`config.mk`:
```
export PLATFORM = sky130hd
export DESIGN_NAME = seg7_scan_driver
export DESIGN_NICKNAME = d
export VERILOG_FILES = /design/src/rtl/clock_disp_pkg.sv /design/src/rtl/seg7_decode.sv /design/src/rtl/seg7_scan_driver.sv
export SDC_FILE = /design/constraint.sdc
export NUM_CORES = 1
export LEC_CHECK = 0
export ABC_AREA = 0
export BUFFER_PORTS_ARGS = -buffer_cell sky130_fd_sc_hd__buf_4
export CAP_MARGIN = 30
export CORE_ASPECT_RATIO = 0.6
export CORE_MARGIN = 2
export CORE_UTILIZATION = 36
export DETAILED_ROUTE_END_ITERATION = 8
export PLACE_DENSITY = 0.66
export SLEW_MARGIN = 30
export SYNTH_ARGS = -nofsm -noshare
export SYNTH_HDL_FRONTEND = slang
export SYNTH_SLANG_ARGS = --single-unit
```
`constraint.sdc`:
```
create_clock -name CLK -period 3.48 [get_ports CLK]
set_clock_uncertainty 0.15 [all_clocks]
set_input_delay 0.522 -clock CLK [delete_from_list [all_inputs] [get_ports CLK]]
set_output_delay 0.522 -clock CLK [all_outputs]
set_load 0.005 [all_outputs]
```
`src/rtl/clock_disp_pkg.sv`:
```
// Shared constants, slot-state encoding and BCD decode for the clock display path.
package clock_disp_pkg;

  // Active-high segment patterns, bit0 = a ... bit6 = g
  localparam logic [6:0] SEG_0   = 7'h3F;
  localparam logic [6:0] SEG_1   = 7'h06;
  localparam logic [6:0] SEG_2   = 7'h5B;
  localparam logic [6:0] SEG_3   = 7'h4F;
  localparam logic [6:0] SEG_4   = 7'h66;
  localparam logic [6:0] SEG_5   = 7'h6D;
  localparam logic [6:0] SEG_6   = 7'h7D;
  localparam logic [6:0] SEG_7   = 7'h07;
  localparam logic [6:0] SEG_8   = 7'h7F;
  localparam logic [6:0] SEG_9   = 7'h6F;
  localparam logic [6:0] SEG_OFF = 7'h00;

  typedef enum logic {
    ST_BLANK = 1'b0,
    ST_DRIVE = 1'b1
  } slot_state_e;

  // Non-BCD codes render dark so a corrupted digit never shows a bogus glyph
  function automatic logic [6:0] bcd_to_seg(input logic [3:0] bcd);
    case (bcd)
      4'd0:    return SEG_0;
      4'd1:    return SEG_1;
      4'd2:    return SEG_2;
      4'd3:    return SEG_3;
      4'd4:    return SEG_4;
      4'd5:    return SEG_5;
      4'd6:    return SEG_6;
      4'd7:    return SEG_7;
      4'd8:    return SEG_8;
      4'd9:    return SEG_9;
      default: return SEG_OFF;
    endcase
  endfunction

endpackage

```
`src/rtl/seg7_decode.sv`:
```
// Combinational BCD to active-high 7-segment decoder.
module seg7_decode
  import clock_disp_pkg::*;
(
  input  logic [3:0] i_bcd,
  output logic [6:0] o_seg
);

  assign o_seg = bcd_to_seg(i_bcd);

endmodule

```
`src/rtl/seg7_scan_driver.sv`:
```
// Four-digit multiplexed 7-segment scanner with frame snapshot, per-slot
// anti-ghosting blank, optional leading-zero suppression and pin polarity select.
module seg7_scan_driver #(
  parameter int SCAN_DIV   = 12500,
  parameter int BLANK_CYC  = 16,
  parameter int ACTIVE_LOW = 1,
  parameter int LZ_BLANK   = 0
) (
  input  logic       CLK,
  input  logic       RST_N,
  input  logic [3:0] C1_in,
  input  logic [3:0] C2_in,
  input  logic [3:0] C3_in,
  input  logic [3:0] C4_in,
  input  logic [3:0] DP_in,
  input  logic       blank_in,
  output logic [6:0] SEG_out,
  output logic       DP_out,
  output logic [3:0] DIG_out,
  output logic       frame_start
);
  import clock_disp_pkg::*;

  localparam int              CNT_W      = $clog2(SCAN_DIV);
  localparam logic [CNT_W-1:0] CNT_MAX    = CNT_W'(SCAN_DIV - 1);
  localparam logic [CNT_W-1:0] BLANK_LAST = CNT_W'(BLANK_CYC - 1);
  localparam logic            INV        = (ACTIVE_LOW != 0);
  localparam logic            LZ_EN      = (LZ_BLANK != 0);

  logic [CNT_W-1:0] r_cnt;
  logic [1:0]       r_idx;
  slot_state_e      r_state;
  slot_state_e      w_state_nxt;
  logic             w_wrap;
  logic             w_snap_en;
  logic [3:0]       r_snap [4];
  logic [3:0]       r_dp;
  logic [3:0]       w_digit;
  logic [6:0]       w_seg_dec;
  logic [6:0]       w_seg;
  logic [3:0]       w_lz;
  logic             w_suppress;
  logic             w_on;
  logic [3:0]       w_dig_oh;

  assign w_wrap    = (r_cnt == CNT_MAX);
  assign w_snap_en = (r_idx == 2'd0) && (r_cnt == '0);

  // Slot counter and digit index; the index steps once per completed slot
  always_ff @(posedge CLK) begin
    if (!RST_N) begin
      r_cnt <= '0;
      r_idx <= 2'd0;
    end else if (w_wrap) begin
      r_cnt <= '0;
      r_idx <= r_idx + 2'd1;
    end else begin
      r_cnt <= r_cnt + CNT_W'(1);
    end
  end

  // Slot state register
  always_ff @(posedge CLK) begin
    if (!RST_N) r_state <= ST_BLANK;
    else        r_state <= w_state_nxt;
  end

  // Slot state transitions: blank interval first, then drive until the slot ends
  always_comb begin
    w_state_nxt = r_state;
    case (r_state)
      ST_BLANK: if (r_cnt == BLANK_LAST) w_state_nxt = ST_DRIVE;
      ST_DRIVE: if (w_wrap)              w_state_nxt = ST_BLANK;
      default:                           w_state_nxt = ST_BLANK;
    endcase
  end

  // Frame snapshot at the start of slot 0 keeps all four digits coherent
  always_ff @(posedge CLK) begin
    if (!RST_N) begin
      r_snap      <= '{default: 4'd0};
      r_dp        <= 4'd0;
      frame_start <= 1'b0;
    end else begin
      frame_start <= w_snap_en;
      if (w_snap_en) begin
        r_snap <= '{C1_in, C2_in, C3_in, C4_in};
        r_dp   <= DP_in;
      end
    end
  end

  // A digit is a leading zero when it and everything to its left are zero;
  // the rightmost digit always shows.
  assign w_lz[0] = (r_snap[0] == 4'd0);
  assign w_lz[1] = w_lz[0] && (r_snap[1] == 4'd0);
  assign w_lz[2] = w_lz[1] && (r_snap[2] == 4'd0);
  assign w_lz[3] = 1'b0;

  assign w_suppress = LZ_EN && w_lz[r_idx];
  assign w_digit    = r_snap[r_idx];

  seg7_decode u_decode (
    .i_bcd (w_digit),
    .o_seg (w_seg_dec)
  );

  assign w_seg    = w_suppress ? SEG_OFF : w_seg_dec;
  assign w_on     = (r_state == ST_DRIVE) && !blank_in;
  assign w_dig_oh = 4'b0001 << r_idx;

  // Pin registers; polarity is applied only here, everything upstream is active-high
  always_ff @(posedge CLK) begin
    if (!RST_N) begin
      SEG_out <= {7{INV}};
      DIG_out <= {4{INV}};
      DP_out  <= INV;
    end else if (w_on) begin
      SEG_out <= w_seg ^ {7{INV}};
      DIG_out <= w_dig_oh ^ {4{INV}};
      DP_out  <= r_dp[r_idx] ^ INV;
    end else begin
      SEG_out <= {7{INV}};
      DIG_out <= {4{INV}};
      DP_out  <= INV;
    end
  end

endmodule

```
After elaboration in Yosys (flattened, before gate mapping)
Memory sizes are Yosys's and may differ from the RTL's.
Index checks and enable logic that the tools add are counted.
{"block": "totals", "ff_bits": 50, "romBits": 112, "input_bits": 23, "output_inout_bits": 13, "elab_cells": 41, "mem_count": 1}
{"name": "(name not given)", "words": 16, "word_bits": 7, "read_ports": 1, "rd_ports_with_merged_regs": 0, "write_ports": 0, "line_no": "clock_disp_pkg.sv:24", "source": "case (bcd)"}
{"block": "classes", "addsub": 2, "n_lt_le_gt_ge": 2, "eq_ne": 2, "n_shift": 1, "mux": 8, "bitwise": 6, "n_reduce_logical": 7}
{"cell": "14-bit by 1-bit adder with 14-bit output, second input constant", "count": 1}
{"cell": "14-bit == test, second input constant", "count": 1}
{"cell": "14-bit by 4-bit == test with 1-bit output, second input constant", "count": 1}
{"cell": "14-bit logical NOT", "count": 1}
{"cell": "4-bit binary-select mux with 2-bit select", "count": 1}
{"cell": "4-bit 2-to-1 mux", "count": 2}
{"cell": "7-bit inverter", "count": 1}
{"cell": "4-bit inverter", "count": 1}
{"cell": "1-bit by 2-bit left shift with 4-bit output, first input constant", "count": 1}
{"cell": "3-bit greater-or-equal comparator, second input constant", "count": 1}
{"cell": "2-bit by 3-bit less-than comparator with 1-bit output, second input constant", "count": 1}
{"cell": "1-bit 2-to-1 mux", "count": 3}
{"cell": "1-bit inverter", "count": 3}
{"cell": "2-bit inverter with 3-bit output", "count": 1}
{"cell": "2-bit by 1-bit adder with 2-bit output, second input constant", "count": 1}
{"cell": "1-bit binary-select mux with 2-bit select", "count": 1}
{"cell": "1-bit logical AND", "count": 2}
{"cell": "2-bit logical NOT", "count": 1}
{"cell": "1-bit one-hot mux with 2 select lines", "count": 1}
{"cell": "2-bit AND reduction", "count": 1}
{"cell": "2-bit OR reduction", "count": 1}
{"cell": "1-bit logical NOT", "count": 1}

Depth between registers and ports, before layout
An unclocked memory read counts as a cell.
{"block": "logic_depth", "word_depth": 6, "depth_mapped": 7, "mapped_depth_nobuf": 6}

Modules after synthesis
From an unflattened synthesis, not the netlist that was laid out.
{"block": "unflattened", "hier_cells": 243, "area_unflattened_um2": 2288.4}
{"mod": "seg7_scan_driver", "n_inst": 1, "cells_each": 217, "area_each_um2": 2087.0, "seq_area_each_um2": 1001.0}
{"mod": "seg7_decode", "n_inst": 1, "cells_each": 26, "area_each_um2": 201.4, "seq_area_each_um2": 0.0}

Least setup slack after synthesis
No wires, ideal clock.
{"block": "synth_path", "kind": "reg-to-reg", "start": "register r_cnt[9]", "end": "register r_cnt[11]", "setup_time_ns": 0.115, "arrival_ns": 1.712, "required_ns": 3.215, "path_slack_ns": 1.503, "stages_incl_launch_ff": 6, "path_buffers": 1, "synth_period_minus_slack_ns": 1.977, "path_cell_list": "dfxtp_1 > or4_4 > nor4_2 > or2b_1 > buf_4 > nor2_1"}
{"block": "synth_between", "elab_chain_len": 2, "elab_cells_between_ends": 3, "classes_between": "add/sub: 1; eq/ne: 1; reduce/logical: 1"}
{"item": "from (decl)", "line_no": "seg7_scan_driver.sv:30", "source": "logic [CNT_W-1:0] r_cnt;"}
{"item": "from (signal assigned)", "line_no": "seg7_scan_driver.sv:58", "source": "r_cnt <= r_cnt + CNT_W'(1);"}
{"item": "parallel branches: the longest is 2 deep, another holds 14-bit by 1-bit adder with 14-bit output"}
Parallel ways; which one is timed is not known.
A chain may end at the register's enable or synchronous reset.

Worst setup path in the final report
{"block": "layout_path", "start": "register r_cnt[9]", "end": "register r_cnt[9]"}
Same word-level chain as after synthesis.

==> reports/results.ini <==
[run_status]
status = complete, no violations

[timing]
worst_slew_pin_slew_ps = 827
finalSetupViolations = 0
relSlewSlack = 0.447
clock.fmax_mhz = 442
whs_ps = 317
period_needed_ps = 2260
final.setup.tns_ps = 0
final_hold_viol_count = 0
fin_ws_ps = 1220
period_share = 0.651
slew_violations = 0
rsz0062_at_grt = no

[finish]
layout-area-overhead-vs-synth_pct = 17.3
drive_gt1_frac = 0.201
fin_nets = 307
antenna_cells = 0

[synth]
synth_top_area_frac = 0.434
syn_avg_cell_area_sq_um = 9.31
netlist-cell-type-count = 39
synth_fp_nets = 282
ys.warnings.count = 0
yosys.area_share.xor_xnor = 0.0455
synth_seq_cells = 50
synth_top_family_by_area = simple AND/OR/NAND/NOR gates
synth_seq_area_share = 0.434
synth_area_leaders = dfxtp_1, a21boi_1, ha_1, nand3_1, mux4_2
synth_mux_area_frac = 0.0531
synth_compound_area_frac = 0.148
synth-simple-area-share = 0.203
synth_fa_ha_area_frac = 0.0596
synth_area_leader_cell = dfxtp_1
synthCells = 248
netlist_area_sq_mm = 0.00231

[global_route]
grt_pass1_wl_um = 7900
grt_max_degree = 27
grt_util_met2 = 0.190
use_met1 = 0.223
grt-ovfl-total = 0
grt-busiest-layer = met1
antenna_found_initial = 0
use_met3 = 0.0365
grt_pass1_vias = 1591
grt_usage = 0.142

[clock_network]
cts_tree = done
cts.repair.resized = 0
postCtsHoldBufs = 0
worst_skew_pair.late_latency_ps = 300
post_cts_buffers = 0
clkSinkCount = 50
ctsRootBufferMaster = clkbuf_8
cts_buffers = 5
clockBufferDepth = 2
cts_max_level = 2
clk_pin_slew_ps = 100

[route]
vias = 1784
dr.pass1.iters = 4
wirelength_um = 4760
avgRoutedWirePerCell_um = 13.3
ant_nets = 0
route.detailed.drc = 0
viasPerCell = 4.98
initialDrtViolationCount = 107

[floorplanning]
start_util = 0.374
core_sq_mm = 0.00617
die_y_um = 66.0
ios = 36
fp.dieW_um = 107
die-area_sq_mm = 0.00709
fp-row-count = 22

[critical_path]
worstPathArrival_ps = 2290
critPathRequiredTime_ps = 3510
r2r_end = r_cnt[9]$_SDFF_PP0_
ff2ff_setup_slack_ps = 1220
r2r_start = r_cnt[9]$_SDFF_PP0_
path_class = reg -> reg
cp.buffers_inverters = 0
worstPathCellList = or4_4 > nor4_2 > or2b_1 > nor2_1
cp-end-kind = register
cp_top_family = simple AND/OR/NAND/NOR gates
r2r.worst_path.cells = 4
crit_slowest_cell = or4_4
worst_path_largest_cell_delay_ps = 570
critPathLaunchType = register
critPathMaxFanout = 14

[worst_hold_path]
min_path_cells = 3
hold_start = C4_in[0]
whs_endpoint = r_snap[0]$_SDFFE_PN0P_
hold_path.class = in -> reg

[power]
power.leakage_uw = 0.00101
vdd_drop_max_v = 0.000207
powerDensity_mw_per_mm2 = 428

[placement]
io_buffers = 35
place_ws_ps = 1190
dpl.hpwl_um = 3410
gp_congestion = 0.808

[run]
max_cap_viol_count = 0

==> synthesized netlist by cell type (all sizes together) <==
master,instances
nand4,4
and3,3
a21oi,6
dfxtp,50
or4,4
o21ai,26
nor3,3
o41ai,1
nand2,12
or2b,1
a21boi,20
mux2i,1
o21a,1
nor3b,3
or4b,1
nor2b,3
or4bb,1
buf,6
or2,1
nand3,25
mux4,5
and2,2
nor2,16
o31ai,2
ha,11
xor2,4
nor4,3
and3b,1
and4,1
clkbuf,12
inv,11
xnor2,8
==> final cells by class <==
cell class,count,area (sq um)
Clock inverter,3,45.0
Tap cell,84,105
Timing Repair Buffer,36,270
Sequential cell,50,1000
Multi-Input combinational cell,169,1180
Fill cell,624,3460
Clock buffer,5,68.8
Inverter,11,41.3
==> cell usage in the layout (no fill, tap or decap), drive strengths merged, types with 6 or more instances in the layout <==
| cell type | instances |
|---|---|
| nand3 | 25 |
| nand2 | 12 |
| xnor2 | 8 |
| a21oi | 6 |
| nor2 | 16 |
| inv | 11 |
| dfxtp | 50 |
| o21ai | 26 |
| a21boi | 20 |
| buf | 36 |
| ha | 11 |
==> cells by family after synthesis <==
logic type,Yosys count
and+or+nand+nor,84
AOI/OAI and AO/OA,56
DFF,50
buffers and inverters,29
xor gates and xnor gates,12
adders and majority gates,11
muxes,6
==> through the flow <==
step           utilization  power, uW  area, sq um  instances
3_5_place_dp         0.421        762         2590        350
4_1_cts              0.439       1170         2710        358
6_report             0.439       1160         2710        358
2_1_floorplan            -        719         2310        248
5_1_grt              0.439       1210         2710        358
3_3_place_gp         0.421        758         2590        350
==> routing by layer <==
metal,vias to the layer above,share of wire
met1,816,0.54
met2,51,0.39
met3,2,0.061
met5,-,0
li1,915,-
met4,0,0.0032
==> worst max path at each step <==
stage,from,endpoint,cells after the start
final,r_cnt[9]$_SDFF_PP0_,r_cnt[9]$_SDFF_PP0_,4
after global routing,r_idx[0]$_SDFFE_PN0N_,r_dp[3]$_SDFFE_PN0P_,5
after CTS,r_cnt[9]$_SDFF_PP0_,r_cnt[8]$_SDFF_PP0_,4
after detailed placement,r_cnt[9]$_SDFF_PP0_,r_cnt[8]$_SDFF_PP0_,4
after global placement,r_cnt[9]$_SDFF_PP0_,r_cnt[8]$_SDFF_PP0_,4
after floorplan,r_cnt[9]$_SDFF_PP0_,r_cnt[11]$_SDFF_PP0_,5
==> power by group <==
part / total [uW] / leakage (uW) / internal, uW / switching (uW)
Sequential: 613 / 0.000408 / 598 / 14.6
Combinational: 135 / 0.000554 / 63.0 / 72.3
Clock: 410 / 0.0000504 / 214 / 196
==> worst min-delay path, delay by kind of cell <==
family                 cells  cell delay, ps
AND/OR/NAND/NOR            1              50
buffers and inverters      1             110
AO/OA/AOI/OAI              1              50
==> state kept, by name (all words and copies together) (netlist names) <==
| register | cells |
|---|---|
| r_cnt | 14 |
| r_dp | 4 |
| SEG_out | 7 |
| DIG_out | 4 |
| r_snap | 16 |
| frame_start | 1 |
| DP_out | 1 |
| r_idx | 2 |
| r_state | 1 |
No activity file was read; power rests on OpenSTA's default activity.
